File: config.mk
export PLATFORM = sky130hd
export DESIGN_NAME = regfile_wr_ctrl_16_flat
export DESIGN_NICKNAME = d
export VERILOG_FILES = /design/src/rtl/regfile_wr_ctrl_16_if.sv /design/src/rtl/regfile_wr_ctrl_16.sv /design/src/flat_wrapper.sv
export SDC_FILE = /design/constraint.sdc
export NUM_CORES = 1
export LEC_CHECK = 0
export CAP_MARGIN = 10
export CORE_UTILIZATION = 50
export DETAILED_ROUTE_END_ITERATION = 8
export PLACE_DENSITY = 0.81
export SKIP_CTS_REPAIR_TIMING = 1
export SYNTH_ARGS = -nofsm -noshare
export SYNTH_HDL_FRONTEND = slang
export SYNTH_SLANG_ARGS = --single-unit
export TNS_END_PERCENT = 1
File: constraint.sdc
create_clock -name clk -period 6.7 [get_ports clk]
set_clock_uncertainty 0.1 [all_clocks]
set_input_delay 1.005 -clock clk [delete_from_list [all_inputs] [get_ports clk]]
set_output_delay 1.005 -clock clk [all_outputs]
set_load 0.03 [all_outputs]
File: src/rtl/regfile_wr_ctrl_16_if.sv
`default_nettype none
// ============================================================================
// Module   : regfile_wr_ctrl_16_if
// Brief    : Request handshake between game logic and regfile_wr_ctrl_16.
// Revision : 1.0
// ============================================================================
interface regfile_wr_ctrl_16_if #(
    parameter int AW   = 3,
    parameter int SIZE = 16
);
    logic            req_valid;
    logic            req_ready;
    logic [AW-1:0]   req_addr;
    logic [SIZE-1:0] req_data;
    logic            req_op;

    modport master (
        output req_valid,
        output req_addr,
        output req_data,
        output req_op,
        input  req_ready
    );

    modport slave (
        input  req_valid,
        input  req_addr,
        input  req_data,
        input  req_op,
        output req_ready
    );
endinterface
`default_nettype wire

File: src/rtl/regfile_wr_ctrl_16.sv
`default_nettype none
// ============================================================================
// Module   : regfile_wr_ctrl_16
// Brief    : Regfile write controller: clear sweep, then FIFO-buffered writes.
//            Define REGFILE_WR_ADD_EN to enable read-modify-write ADD requests.
// Revision : 1.0
// ============================================================================
module regfile_wr_ctrl_16 #(
    parameter int              SIZE        = 16,
    parameter int              DEPTH       = 8,
    parameter int              FIFO_DEPTH  = 4,
    parameter logic [SIZE-1:0] CLEAR_VALUE = '0
) (
    input  wire logic                          clk,
    input  wire logic                          rst,
    input  wire logic                          clear,
    regfile_wr_ctrl_16_if.slave                req,
    output logic                               busy,
    output logic [$clog2(FIFO_DEPTH):0]        fifo_count,
    output logic                               ovf,
    output logic [$clog2(DEPTH)-1:0]           rf_waddr,
    output logic [SIZE-1:0]                    rf_write_data,
    output logic                               rf_write_en,
    output logic [$clog2(DEPTH)-1:0]           rf_raddr,
    input  wire logic [SIZE-1:0]               rf_rdata
);

    localparam int AW = $clog2(DEPTH);
    localparam int PW = $clog2(FIFO_DEPTH);
    localparam logic [AW-1:0] C_LAST_ADDR = AW'(DEPTH - 1);
    localparam logic [PW:0]   C_FULL_CNT  = (PW + 1)'(FIFO_DEPTH);

    typedef enum logic [0:0] {
        ST_CLEAR = 1'b0,
        ST_RUN   = 1'b1
    } state_t;

    state_t          r_state;
    logic [AW-1:0]   r_sweep_addr;
    logic [PW:0]     r_wr_ptr;
    logic [PW:0]     r_rd_ptr;
    logic [AW-1:0]   r_fifo_addr [FIFO_DEPTH];
    logic [SIZE-1:0] r_fifo_data [FIFO_DEPTH];

    logic [PW:0]     w_count;
    logic            w_empty;
    logic            w_full;
    logic            w_push;
    logic            w_pop;
    logic [AW-1:0]   w_head_addr;
    logic [SIZE-1:0] w_head_data;
    logic [SIZE-1:0] w_head_wdata;

    // Pointers carry one extra bit so full and empty are distinguishable.
    assign w_count     = r_wr_ptr - r_rd_ptr;
    assign w_empty     = (w_count == '0);
    assign w_full      = (w_count == C_FULL_CNT);
    assign w_head_addr = r_fifo_addr[r_rd_ptr[PW-1:0]];
    assign w_head_data = r_fifo_data[r_rd_ptr[PW-1:0]];

    assign req.req_ready = !w_full && !clear && !rst;
    assign w_push        = req.req_valid && req.req_ready;
    assign w_pop         = (r_state == ST_RUN) && !w_empty && !rst;

`ifdef REGFILE_WR_ADD_EN
    logic            r_fifo_op [FIFO_DEPTH];
    logic            r_ovf;
    logic            w_head_op;
    logic            w_carry;
    logic [SIZE-1:0] w_add_sum;

    // No bypass needed: the previous write commits before this combinational read.
    assign w_head_op            = r_fifo_op[r_rd_ptr[PW-1:0]];
    assign {w_carry, w_add_sum} = {1'b0, rf_rdata} + {1'b0, w_head_data};
    assign w_head_wdata         = w_head_op ? w_add_sum : w_head_data;
    assign rf_raddr             = w_head_addr;
    assign ovf                  = r_ovf;

    always_ff @(posedge clk) begin
        if (w_push) begin
            r_fifo_op[r_wr_ptr[PW-1:0]] <= req.req_op;
        end
    end

    always_ff @(posedge clk) begin
        if (rst || clear) begin
            r_ovf <= 1'b0;
        end else if (w_pop && w_head_op && w_carry) begin
            r_ovf <= 1'b1;
        end
    end
`else
    logic w_unused_add;

    assign w_head_wdata = w_head_data;
    assign rf_raddr     = '0;
    assign ovf          = 1'b0;
    assign w_unused_add = ^{req.req_op, rf_rdata};
`endif

    assign busy          = (r_state == ST_CLEAR);
    assign fifo_count    = w_count;
    assign rf_write_en   = !rst && ((r_state == ST_CLEAR) || !w_empty);
    assign rf_waddr      = (r_state == ST_CLEAR) ? r_sweep_addr : w_head_addr;
    assign rf_write_data = (r_state == ST_CLEAR) ? CLEAR_VALUE  : w_head_wdata;

    always_ff @(posedge clk) begin
        if (w_push) begin
            r_fifo_addr[r_wr_ptr[PW-1:0]] <= req.req_addr;
            r_fifo_data[r_wr_ptr[PW-1:0]] <= req.req_data;
        end
    end

    always_ff @(posedge clk) begin
        if (rst || clear) begin
            r_state      <= ST_CLEAR;
            r_sweep_addr <= '0;
            r_wr_ptr     <= '0;
            r_rd_ptr     <= '0;
        end else begin
            if (r_state == ST_CLEAR) begin
                if (r_sweep_addr == C_LAST_ADDR) begin
                    r_state      <= ST_RUN;
                    r_sweep_addr <= '0;
                end else begin
                    r_sweep_addr <= r_sweep_addr + 1'b1;
                end
            end
            if (w_push) begin
                r_wr_ptr <= r_wr_ptr + 1'b1;
            end
            if (w_pop) begin
                r_rd_ptr <= r_rd_ptr + 1'b1;
            end
        end
    end

endmodule
`default_nettype wire

File: src/flat_wrapper.sv
// flat-port wrapper written by rule: the top's interface ports become plain ports
module regfile_wr_ctrl_16_flat 
#(
    parameter int              SIZE        = 16,
    parameter int              DEPTH       = 8,
    parameter int              FIFO_DEPTH  = 4,
    parameter logic [SIZE-1:0] CLEAR_VALUE = '0
)
  (clk, rst, clear, busy, fifo_count, ovf, rf_waddr, rf_write_data, rf_write_en, rf_raddr, rf_rdata, req_req_valid, req_req_addr, req_req_data, req_req_op, req_req_ready);
  regfile_wr_ctrl_16_if #(.AW(3), .SIZE(SIZE)) req_i ();
  input  wire logic clk;
  input  wire logic rst;
  input  wire logic clear;
  output logic busy;
  output logic [$clog2(FIFO_DEPTH):0] fifo_count;
  output logic ovf;
  output logic [$clog2(DEPTH)-1:0] rf_waddr;
  output logic [SIZE-1:0] rf_write_data;
  output logic rf_write_en;
  output logic [$clog2(DEPTH)-1:0] rf_raddr;
  input  wire logic [SIZE-1:0] rf_rdata;
  input wire logic [$bits(req_i.req_valid)-1:0] req_req_valid;
  input wire logic [$bits(req_i.req_addr)-1:0] req_req_addr;
  input wire logic [$bits(req_i.req_data)-1:0] req_req_data;
  input wire logic [$bits(req_i.req_op)-1:0] req_req_op;
  output wire logic [$bits(req_i.req_ready)-1:0] req_req_ready;
  assign req_i.req_valid = req_req_valid;
  assign req_i.req_addr = req_req_addr;
  assign req_i.req_data = req_req_data;
  assign req_i.req_op = req_req_op;
  assign req_req_ready = req_i.req_ready;
  regfile_wr_ctrl_16 #(.SIZE(SIZE), .DEPTH(DEPTH), .FIFO_DEPTH(FIFO_DEPTH), .CLEAR_VALUE(CLEAR_VALUE)) u_core (.clk(clk), .rst(rst), .clear(clear), .req(req_i), .busy(busy), .fifo_count(fifo_count), .ovf(ovf), .rf_waddr(rf_waddr), .rf_write_data(rf_write_data), .rf_write_en(rf_write_en), .rf_raddr(rf_raddr), .rf_rdata(rf_rdata));
endmodule
==> impl.org <==
** STA
- Worst-Margin Slew :: 1030 ps
- Final-report hold violation count :: 0
- Max Freq :: 0.258 GHz
- The number of slew-limit violations in the final report was 0.
- Setup repair after global routing left no endpoint under its margin.
- Setup WS post-layout :: 2830 ps
- Setup violations remaining at the end of the flow were counted as 0.
- Adding up every negative setup slack in the final design gives 0 ps.
- Slew Limit Headroom :: 0.315
- Time the worst path needs with I/O delays and setup :: 3870 ps
- In the finished design, the share of the clock period the worst path needs comes to 0.578.

** Cells and area
- Layout overhead on the synthesized area :: 20.2%
- 0 antenna diodes ended up in the layout.
- Utilization after layout :: 0.635
- Final nets :: 297
- The layout has 520 filler cells.
- Total non-filler cell area in the finished layout :: 4380 sq um
- In the final layout, the share of cells above drive strength 1 is 0.126.

** Placement
- OpenSTA, run right after detailed placement, puts the worst setup slack at 2830 ps.
- Once placement finished, the instance area stood at 4170 sq um.
- The congestion estimate from routability-driven global placement came to 0.794.
- DP Wirelength :: 3630 microns
- Count of buffers inserted at the top-level ports :: 47

** Drt
- The routed design has 5890 microns of wire.
- Detailed-route vias per instance :: 5.13
- DRC violation count after routing :: 0
- Number of iterations in the first detailed-routing pass :: 5
- The detailed router finished its first iteration with 158 violations.
- Antenna violation net count after detailed routing :: 0
- Routed wire per std cell :: 16.9 microns
- Via count :: 1790

** Yosys
- Dominant cells by area after synthesis :: sky130_fd_sc_hd__edfxtp_1 (63%), sky130_fd_sc_hd__mux4_1 (7.2%), sky130_fd_sc_hd__dfxtp_1 (6.6%)
- Mean Syn Cell Area :: 18.3 sq um
- Sequential fraction of the synthesis area :: 0.692
- Synthesis produced a netlist whose cell count is 199.
- Of the total synthesized cell area, the portion taken by AND, OR, NAND and NOR gates is 0.0600.
- Combinational family with the most area after synthesis :: multiplexers
- Synth unique cells :: 30
- Of the post-synthesis cell area, the dominant cell type holds 0.626.
- The synthesized design spends more area on one cell type than any other, namely sky130_fd_sc_hd__edfxtp_1.
- After synthesis, the share of cell area in mux cells is 0.159.
- The Yosys step of the flow raised 0 warnings.
- Synthesized-area fraction occupied by xor and xnor cells :: 0.00652
- Total of flip-flops plus latches after synthesis :: 88
- Post-synth design cell area :: 3650 sq um
- Area fraction in compound gates after synthesis :: 0.0182
- Of the total synthesized cell area, the portion taken by full adders, half adders and majority gates is 0.0329.

** CTS
- For the worst-skew pair, the clock arrives at the later sink with an insertion delay of 350 ps.
- The H-tree was split into 3 levels.
- Clock tree synthesis inserted a total of 9 buffers.
- Cell at the root of the clock tree :: sky130_fd_sc_hd__clkbuf_8
- Clock tree from TritonCTS :: yes
- Number of sinks driven by the clock tree :: 88
- Clock Tree Buf Depth :: 2
- After clock tree synthesis, the clock-pin slew on the worst setup and hold paths is 80 ps.

** Run status
- The run finished with clean final reports.

** Global route
- The number of antenna violations at the first check in global routing came to 0.
- Wire length of the first global-routing pass :: 9070 microns
- The via count of the first global-routing pass was 1776.
- Global routing finished with a remaining overflow of 0.
- Total global routing track utilization :: 0.172
- Pin count of the biggest net entering global routing :: 28

** Floorplanning
- The initial utilization of the core area, before any placement, comes to 0.528.
- Number of rows in the core area :: 30
- The floorplan step defined a core boundary enclosing 6910 sq um.
- The die covers 7640 sq um.
- I/O pin total :: 69
- Die height :: 87.4 microns
- Die Width :: 87.4 microns

** Setup path
- Of all nets on the critical path, the largest fanout is 6.
- Required time of the critical path :: 5590 ps
- Kind of start point of the critical path :: input pin
- Data arrives at the worst endpoint at 2770 ps.
- Kind of critical path :: in2out
- Kind of end point of the critical path :: primary output

** Pwr
- IR analysis of the VDD net gives a maximum drop of 124 uV.
- Leakage power :: 0.00147 uW
- Pwr per Cell Area :: 237 nW/um^2

** Worst hold path
- Type of the worst min-delay path :: reg2reg

** Job
- Total of max-cap violations :: 0
-- sequential cells by signal (all words and copies together), names as in the netlist, named ones only --
signal / flops
u_core.r_wr_ptr: 3
u_core.r_fifo_addr: 12
u_core.r_fifo_data: 64
u_core.r_state: 1
u_core.r_rd_ptr: 3
u_core.r_sweep_addr: 3
-- cell families (layout without fill, tap and decap cells) --
| group | Yosys count | after routing |
|---|---|---|
| buffers and inverters | 19 | 70 |
| xor gates and xnor gates | 1 | 1 |
| AOI/OAI and AO/OA | 9 | 9 |
| muxes | 30 | 30 |
| other | 1 | 4 |
| and+or+nand+nor | 42 | 42 |
| adders and majority gates | 9 | 9 |
| DFF | 88 | 88 |
-- final cells by class --
type / count / area, sq um / area share
Tap cell: 96 / 120 / 0.0274
Timing Repair Buffer: 48 / 478 / 0.109
Clock buffer: 13 / 149 / 0.0340
Inverter: 6 / 22.5 / 0.00514
Multi-Input combinational cell: 95 / 1020 / 0.234
Sequential cell: 88 / 2520 / 0.576
Clock inverter: 3 / 67.6 / 0.0154
-- where the power goes --
part | leakage [uW] | total (uW) | switching (uW) | internal [uW]
clock | 0.000104 | 394 | 173 | 221
combinational | 0.000585 | 42.6 | 22.3 | 20.3
sequential | 0.000784 | 602 | 1.95 | 600
-- final timing paths --
path	to	depth (start not counted)	from	slack, ps
worst max-delay path	req_req_ready	4	rst	2830
worst min-delay path	u_core.r_wr_ptr[2]	2	u_core.r_wr_ptr[2]	390
worst max register to register	u_core.r_fifo_addr[0][1]	6	u_core.r_wr_ptr[0]	3680
worst min register to register	u_core.r_wr_ptr[2]	2	u_core.r_wr_ptr[2]	390
-- stage by stage --
step | total power [uW] | hold slack, ps | instances
global route | 1070 | 430 | 349
detailed placement | 657 | 364 | 333
floorplan | 635 | 341 | 202
global placement | 655 | 365 | 333
finish | 1040 | 386 | 349
CTS | 1050 | 377 | 349
-- synthesized netlist by cell type --
master and number:
sky130_fd_sc_hd__a21oi_2 2, sky130_fd_sc_hd__edfxtp_1 76, sky130_fd_sc_hd__or2_2 1, sky130_fd_sc_hd__mux4_1 10
sky130_fd_sc_hd__conb_1 1, sky130_fd_sc_hd__mux2_2 3, sky130_fd_sc_hd__ha_1 8, sky130_fd_sc_hd__fa_1 1
sky130_fd_sc_hd__inv_2 1, sky130_fd_sc_hd__clkbuf_1 5, sky130_fd_sc_hd__inv_1 5, sky130_fd_sc_hd__a21boi_2 1
sky130_fd_sc_hd__a31oi_1 1, sky130_fd_sc_hd__a2111o_1 1, sky130_fd_sc_hd__and2_1 17, sky130_fd_sc_hd__nand2_1 11
sky130_fd_sc_hd__buf_12 1, sky130_fd_sc_hd__nor3_1 1, sky130_fd_sc_hd__mux4_2 9, sky130_fd_sc_hd__buf_2 2
sky130_fd_sc_hd__and3_1 4, sky130_fd_sc_hd__buf_6 1, sky130_fd_sc_hd__a21oi_1 3, sky130_fd_sc_hd__buf_4 4
sky130_fd_sc_hd__mux2i_1 8, sky130_fd_sc_hd__o21ai_1 1, sky130_fd_sc_hd__or3_1 2, sky130_fd_sc_hd__dfxtp_1 12
sky130_fd_sc_hd__xnor3_2 1, sky130_fd_sc_hd__nor2_1 6
-- cells in the final DEF, fill, tap and decap left out --
cell type                          n
sky130_fd_sc_hd__mux2i_1           8
sky130_fd_sc_hd__clkbuf_1          3
sky130_fd_sc_hd__conb_1            4
sky130_fd_sc_hd__dfxtp_1          12
sky130_fd_sc_hd__a2111o_1          1
sky130_fd_sc_hd__inv_1             5
sky130_fd_sc_hd__xnor3_2           1
sky130_fd_sc_hd__a31oi_1           1
sky130_fd_sc_hd__buf_4             1
sky130_fd_sc_hd__mux4_2            9
sky130_fd_sc_hd__clkdlybuf4s50_1  47
sky130_fd_sc_hd__clkinvlp_4        1
sky130_fd_sc_hd__inv_2             1
sky130_fd_sc_hd__or2_2             1
sky130_fd_sc_hd__mux2_2            3
sky130_fd_sc_hd__fa_1              1
sky130_fd_sc_hd__or3_1             2
sky130_fd_sc_hd__edfxtp_1         76
sky130_fd_sc_hd__a21oi_2           2
sky130_fd_sc_hd__bufinv_16         2
sky130_fd_sc_hd__nor2_1            6
sky130_fd_sc_hd__a21oi_1           3
sky130_fd_sc_hd__and3_1            4
sky130_fd_sc_hd__mux4_1           10
sky130_fd_sc_hd__nor3_1            1
sky130_fd_sc_hd__o21ai_1           1
sky130_fd_sc_hd__ha_1              8
sky130_fd_sc_hd__and2_1           17
sky130_fd_sc_hd__clkbuf_8         10
sky130_fd_sc_hd__nand2_1          11
sky130_fd_sc_hd__a21boi_2          1
-- critical path, stage by stage --
cell and delay (ps):
sky130_fd_sc_hd__clkdlybuf4s50_1 460, sky130_fd_sc_hd__or2_2 390, sky130_fd_sc_hd__a21oi_2 210, sky130_fd_sc_hd__clkdlybuf4s50_1 700
-- routing by layer --
layer  up-vias  GRT usage  part of all wire
met5         -          0                 0
met4         0      0.103             0.017
met3         7     0.0379             0.055
met2        52      0.271              0.50
met1       869      0.220              0.43
li1        862          -                 -
(Power assumes the default switching activity.)
==> RTL edit 1: new RTL, same flow settings <==
Build with the macro `REGFILE_WR_ADD_EN` defined.
--- a/src/rtl/regfile_wr_ctrl_16.sv
+++ b/src/rtl/regfile_wr_ctrl_16.sv
@@ -5,6 +5,8 @@
 //            Define REGFILE_WR_ADD_EN to enable read-modify-write ADD requests.
 // Revision : 1.0
 // ============================================================================
+`define REGFILE_WR_ADD_EN
+
 module regfile_wr_ctrl_16 #(
     parameter int              SIZE        = 16,
     parameter int              DEPTH       = 8,
Behaviour: not the same (Yosys sat finds a counterexample within 4 cycles, from zero or initial values).
==> RTL edit 1 against the original RTL <==
- sequential cell count grew 5
- final area grew 28%
- worst setup slack lost 1.8 ns
- sequential share of layout area shrank 10 points
- die area grew 27%
- utilization shrank 0.25 points
- power grew 6.9%
- clock power shrank 7.1%
- wire length grew 72%
- area after synthesis grew 28%
- global-route usage grew 5.0 points
- critical path type is now flop to primary output
- critical endpoint is now rf_write_data[8]
==> RTL edit 1: results (changes against the original RTL) <==
- Ranking of synthesized cells by area: edfxtp_1, mux4_2, ha_1
- Worst vdd ir: 0.215 mV (+74%)
- Met2 wire length: 5190 um (+78%)
- GRT Util Overall: 0.222 (+0.0500)
- Largest register FFs: 64 (unchanged)
- Element type at the critical path start: flop
- Synthesized area per cell: 13.9 um^2 (-24%)
- Initial antenna violation count: 0 (unchanged)
- Static leakage: 1.92 nW (+31%)
- Hpwl dp: 6990 um (+93%)
- Top delay family on crit path: compound AO/OA/AOI/OAI gates
- Metal3 WL: 480 um (+50%)
- CTS clock-pin slew for the worst setup and hold paths: 0.11 ns (+0.03 ns)
- Xor and xnor area share after synthesis: 0.0260 (+0.0195)
- Hold Crit Depth: 2 (unchanged)
- Vias in the first global route: 3239 (+82%)
- Register area share after synthesis: 0.570 (-0.122)
- Worst-Skew Late Latency: 0.37 ns (+0.02 ns)
- R2r worst-path depth: 8 (+2)
- First-pass GRT wire length: 16300 um (+80%)
- Final setup margin: 1.00 ns (-1.82 ns)
- Dpl cells: 499 (+50%)
- Final Non-Filler Cells: 515 (+48%)
- Final GP Congestion: 0.873 (+9.9%)
- Avg Vias per Cell: 6.05 (+18%)
- Placed Area: 5430 um^2 (+30%)
- H-tree levels: 3 (unchanged)
- HP Class: flop to flop
- Hold WS: 0.454 ns (+0.0676 ns)
- Worst-Margin Slew: 0.800 ns (-0.227 ns)
- EDFF count, synth: 80 (+5.3%)
- Final WL: 10200 um (+72%)
- Post-synth cell types: 50 (+67%)
- Outcome: complete, no violations
- Met3 usage: 0.0489 (+0.0110)
- CP endpoint: rf_write_data[8]
- Crit-path max cell delay: 0.75 ns (+0.05 ns)
- Post-synthesis mux area share: 0.121 (-0.0381)
- Worst hold start: u_core.r_sweep_addr[1]$_SDFFE_PP0N_
- Reg2reg end: u_core.ovf$_SDFFE_PP0P_
- Layout cells sized above 1: 0.138 (+0.0111)
- Largest net degree at the start of global routing: 32 (+14%)
- Slowest-stage cell, CP: dfxtp_1
- Met2 Use GR: 0.381 (+0.110)
- Hold endpoint: u_core.r_sweep_addr[1]$_SDFFE_PP0N_
- Wire length on met1: 4350 um (+71%)
- Crit path max fanout: 10 (+4)
- Final nets: 468 (+58%)
- Met1 Use GR: 0.280 (+0.0601)
- Reg2reg setup slack: 3.17 ns (-0.51 ns)
- Adder-Cell Fraction of Synth Area: 0.0728 (+0.0399)
- Initial DRC count: 204 (+29%)
- Arr. time, crit path: 4.59 ns (+1.82 ns)
- Highest routed layer: met4
- Synth cell count leaders: edfxtp_1, ha_1, nor2_1
- CTS max path bufs: 2 (unchanged)
- Port bufs: 68 (+45%)
- Pre-CTS setup slack: 1.40 ns (-1.43 ns)
- Compound-Gate Fraction of Synth Area: 0.0921 (+0.0739)
-- RTL edit 1: cell types whose count changed in the layout (fill, tap and decap cells not counted), sizes merged, moves of 6 or more --
cell and change:
xor2 +6, a21oi +13, and2 -12, o21ai +9, ha +16, inv +9
clkdlybuf4s50 +21, nor2 +18, nand3 +17, or3 +6
-- RTL edit 1: power by group --
part	internal (mW)	total, mW	switching, mW
sequential	0.633	0.634	0.00172
combinational	0.0513	0.109	0.0572
clock	0.145	0.366	0.222
total	0.829	1.11	0.281
-- RTL edit 1: cell type report --
class,count,area [um^2]
clock buffers,9,124
clock inverters,7,66.3
fillers,641,3270
inverters,11,41.3
multi-input cells,216,1890
flip-flops and latches,93,2660
well taps,108,135
repair buffers,71,703
-- RTL edit 1: worst register-to-register path, stage by stage, from the launching register on --
cell and delay (ns):
dfxtp_1 0.75, buf_4 0.39, mux4_2 0.58, ha_1 0.41
a21oi_1 0.17, o21ai_0 0.24, and2_1 0.26, o31a_1 0.29
o221a_2 0.23
==> RTL edit 2: new RTL, same flow settings <==
Without the edit above. Register the output `fifo_count`; this adds one clock of latency there. The other outputs are not delayed to match.
--- a/src/rtl/regfile_wr_ctrl_16.sv
+++ b/src/rtl/regfile_wr_ctrl_16.sv
@@ -99,7 +99,9 @@
 `endif
 
     assign busy          = (r_state == ST_CLEAR);
-    assign fifo_count    = w_count;
+    always_ff @(posedge clk) begin
+        fifo_count <= w_count;
+    end
     assign rf_write_en   = !rst && ((r_state == ST_CLEAR) || !w_empty);
     assign rf_waddr      = (r_state == ST_CLEAR) ? r_sweep_addr : w_head_addr;
     assign rf_write_data = (r_state == ST_CLEAR) ? CLEAR_VALUE  : w_head_wdata;
Formal check against the unedited RTL: not equivalent (Yosys sat finds a counterexample within 4 cycles, from zero or initial values).
==> RTL edit 2 against the original RTL <==
- combinational power about the same
- area after synthesis increased by 1.6%
- highest routed layer unchanged
- worst setup slack worse by 0.051 ns
- fmax shrank 1.3%
- critical path type is now flop to primary output
- final area increased by 0.83%
- count of clock-buffer cells in the layout down 1
- sequential power up 3%
- power down 3.4%
- sequential share of layout area increased by 0.89 points
- sequential cell count is 3 higher
- wire length is 1.3% lower
- non-clock buffer count unchanged
- final cell count up 1.7%
==> RTL edit 2: results (changes against the original RTL) <==
- Slowest-stage cell, CP: dfxtp_1
- Fill cells: 537 (+3.3%)
- Ranking of synthesized cells by area: edfxtp_1, dfxtp_1, mux4_1
- Slew headroom: 0.290 (-0.0253)
- Initial DRC count: 121 (-23%)
- Reg2reg end: u_core.r_fifo_data[3][15]$_DFFE_PP_
- DR WL/cell: 16.4 um (-2.9%)
- Final GP Congestion: 0.741 (-6.7%)
- Pre-CTS setup slack: 2.84 ns (+0.0109 ns)
- Static leakage: 1.50 nW (+1.5%)
- Hold endpoint: u_core.r_wr_ptr[2]$_SDFFE_PP0P_
- Final nets: 300 (+1.0%)
- Largest net degree at the start of global routing: 28 (unchanged)
- Psw: 0.201 mW (+2.0%)
- Pre-antenna DRT Iters: 4 (-1)
- Register area share after synthesis: 0.697 (+0.00500)
- Crit path max fanout: 11 (+5)
- Hpwl dp: 3720 um (+2.7%)
- Avg Vias per Cell: 5.28 (+3.0%)
- Synth cell count leaders: edfxtp_1, and2_1, dfxtp_1
- Hold Crit Depth: 2 (unchanged)
- Arr. time, crit path: 2.82 ns (+0.05 ns)
- R2r worst-path depth: 6 (unchanged)
- Vias in the first global route: 1853 (+4.3%)
- Outcome: complete, no violations
- Fin crit period: 3.92 ns (+0.0507 ns)
- First-pass GRT wire length: 9220 um (+1.7%)
- Largest register FFs: 64 (unchanged)
- HP Class: flop to flop
- Initial antenna violation count: 0 (unchanged)
- CTS max path bufs: 2 (unchanged)
- Reg2reg setup slack: 3.69 ns (about the same)
- Global route total overflow: 0 (unchanged)
- Layout cells sized above 1: 0.137 (+0.0102)
- Worst vdd ir: 0.168 mV (+36%)
- GRT Util Overall: 0.170 (-0.00208)
- Antenna cells: 0 (unchanged)
- Crit-path max cell delay: 0.68 ns (-0.02 ns)
## RTL edit 2: how the worst max path moves through the flow
stage | start | end | slack, ns | cells after the start
floorplan | u_core.r_wr_ptr[0]$_SDFFE_PP0P_ | rf_write_en | 3.63 | 6
global placement | rst | req_req_ready | 2.85 | 4
detailed placement | rst | req_req_ready | 2.84 | 4
CTS | flop | rf_waddr[2] | 2.71 | 4
global route | flop | rf_waddr[2] | 2.62 | 4
finish | flop | rf_waddr[2] | 2.78 | 4
## RTL edit 2: cell type report
cell class,count,area share
Sequential cell,91,0.584
Inverter,6,0.00510
Clock inverter,4,0.00538
Timing Repair Buffer,48,0.108
Tap cell,99,0.0280
Clock buffer,12,0.0374
Multi-Input combinational cell,95,0.232
## RTL edit 2: routing by layer
metal | track usage | wire length [um] | vias to the layer above
li1 | - | - | 872
met1 | 0.204 | 2400 | 945
met2 | 0.287 | 2990 | 49
met3 | 0.0452 | 313 | 9
met4 | 0.0836 | 110 | 0
met5 | 0 | 0 | -
## RTL edit 2: logic make-up (layout without fill, tap and decap cells)
kind of cell | after synthesis | count (layout) | share of synthesized area
compound gates | 9 | 9 | 0.0179
simple gates | 42 | 42 | 0.0591
buf+inv | 19 | 70 | 0.0304
flops | 91 | 91 | 0.697
fa+ha+maj | 9 | 9 | 0.0324
mux | 30 | 30 | 0.156
xor+xnor | 1 | 1 | 0.00641
other cells | 1 | 4 | 0.00101
## RTL edit 2: critical path: cells and delay by family (launching register included)
kind     cells  cell delay, ns
mux          2            0.85
buf+inv      2            0.93
flops        1            0.68
## RTL edit 2: power by group through the flow
stage | combinational, mW | clock [mW] | sequential, mW
floorplan | 0.0198 | 0 | 0.634
global placement | 0.0415 | 0 | 0.633
global route | 0.0465 | 0.373 | 0.621
finish | 0.0427 | 0.340 | 0.620
detailed placement | 0.0430 | 0 | 0.633
CTS | 0.0431 | 0.347 | 0.620
## RTL edit 2: metrics by stage
step,hold slack [ns],instance area [um^2],utilization,instances
floorplan,0.341,3720,-,205
global placement,0.356,4230,0.586,339
detailed placement,0.369,4230,0.586,339
CTS,0.382,4420,0.613,355
global route,0.407,4420,0.613,355
finish,0.378,4420,0.613,355
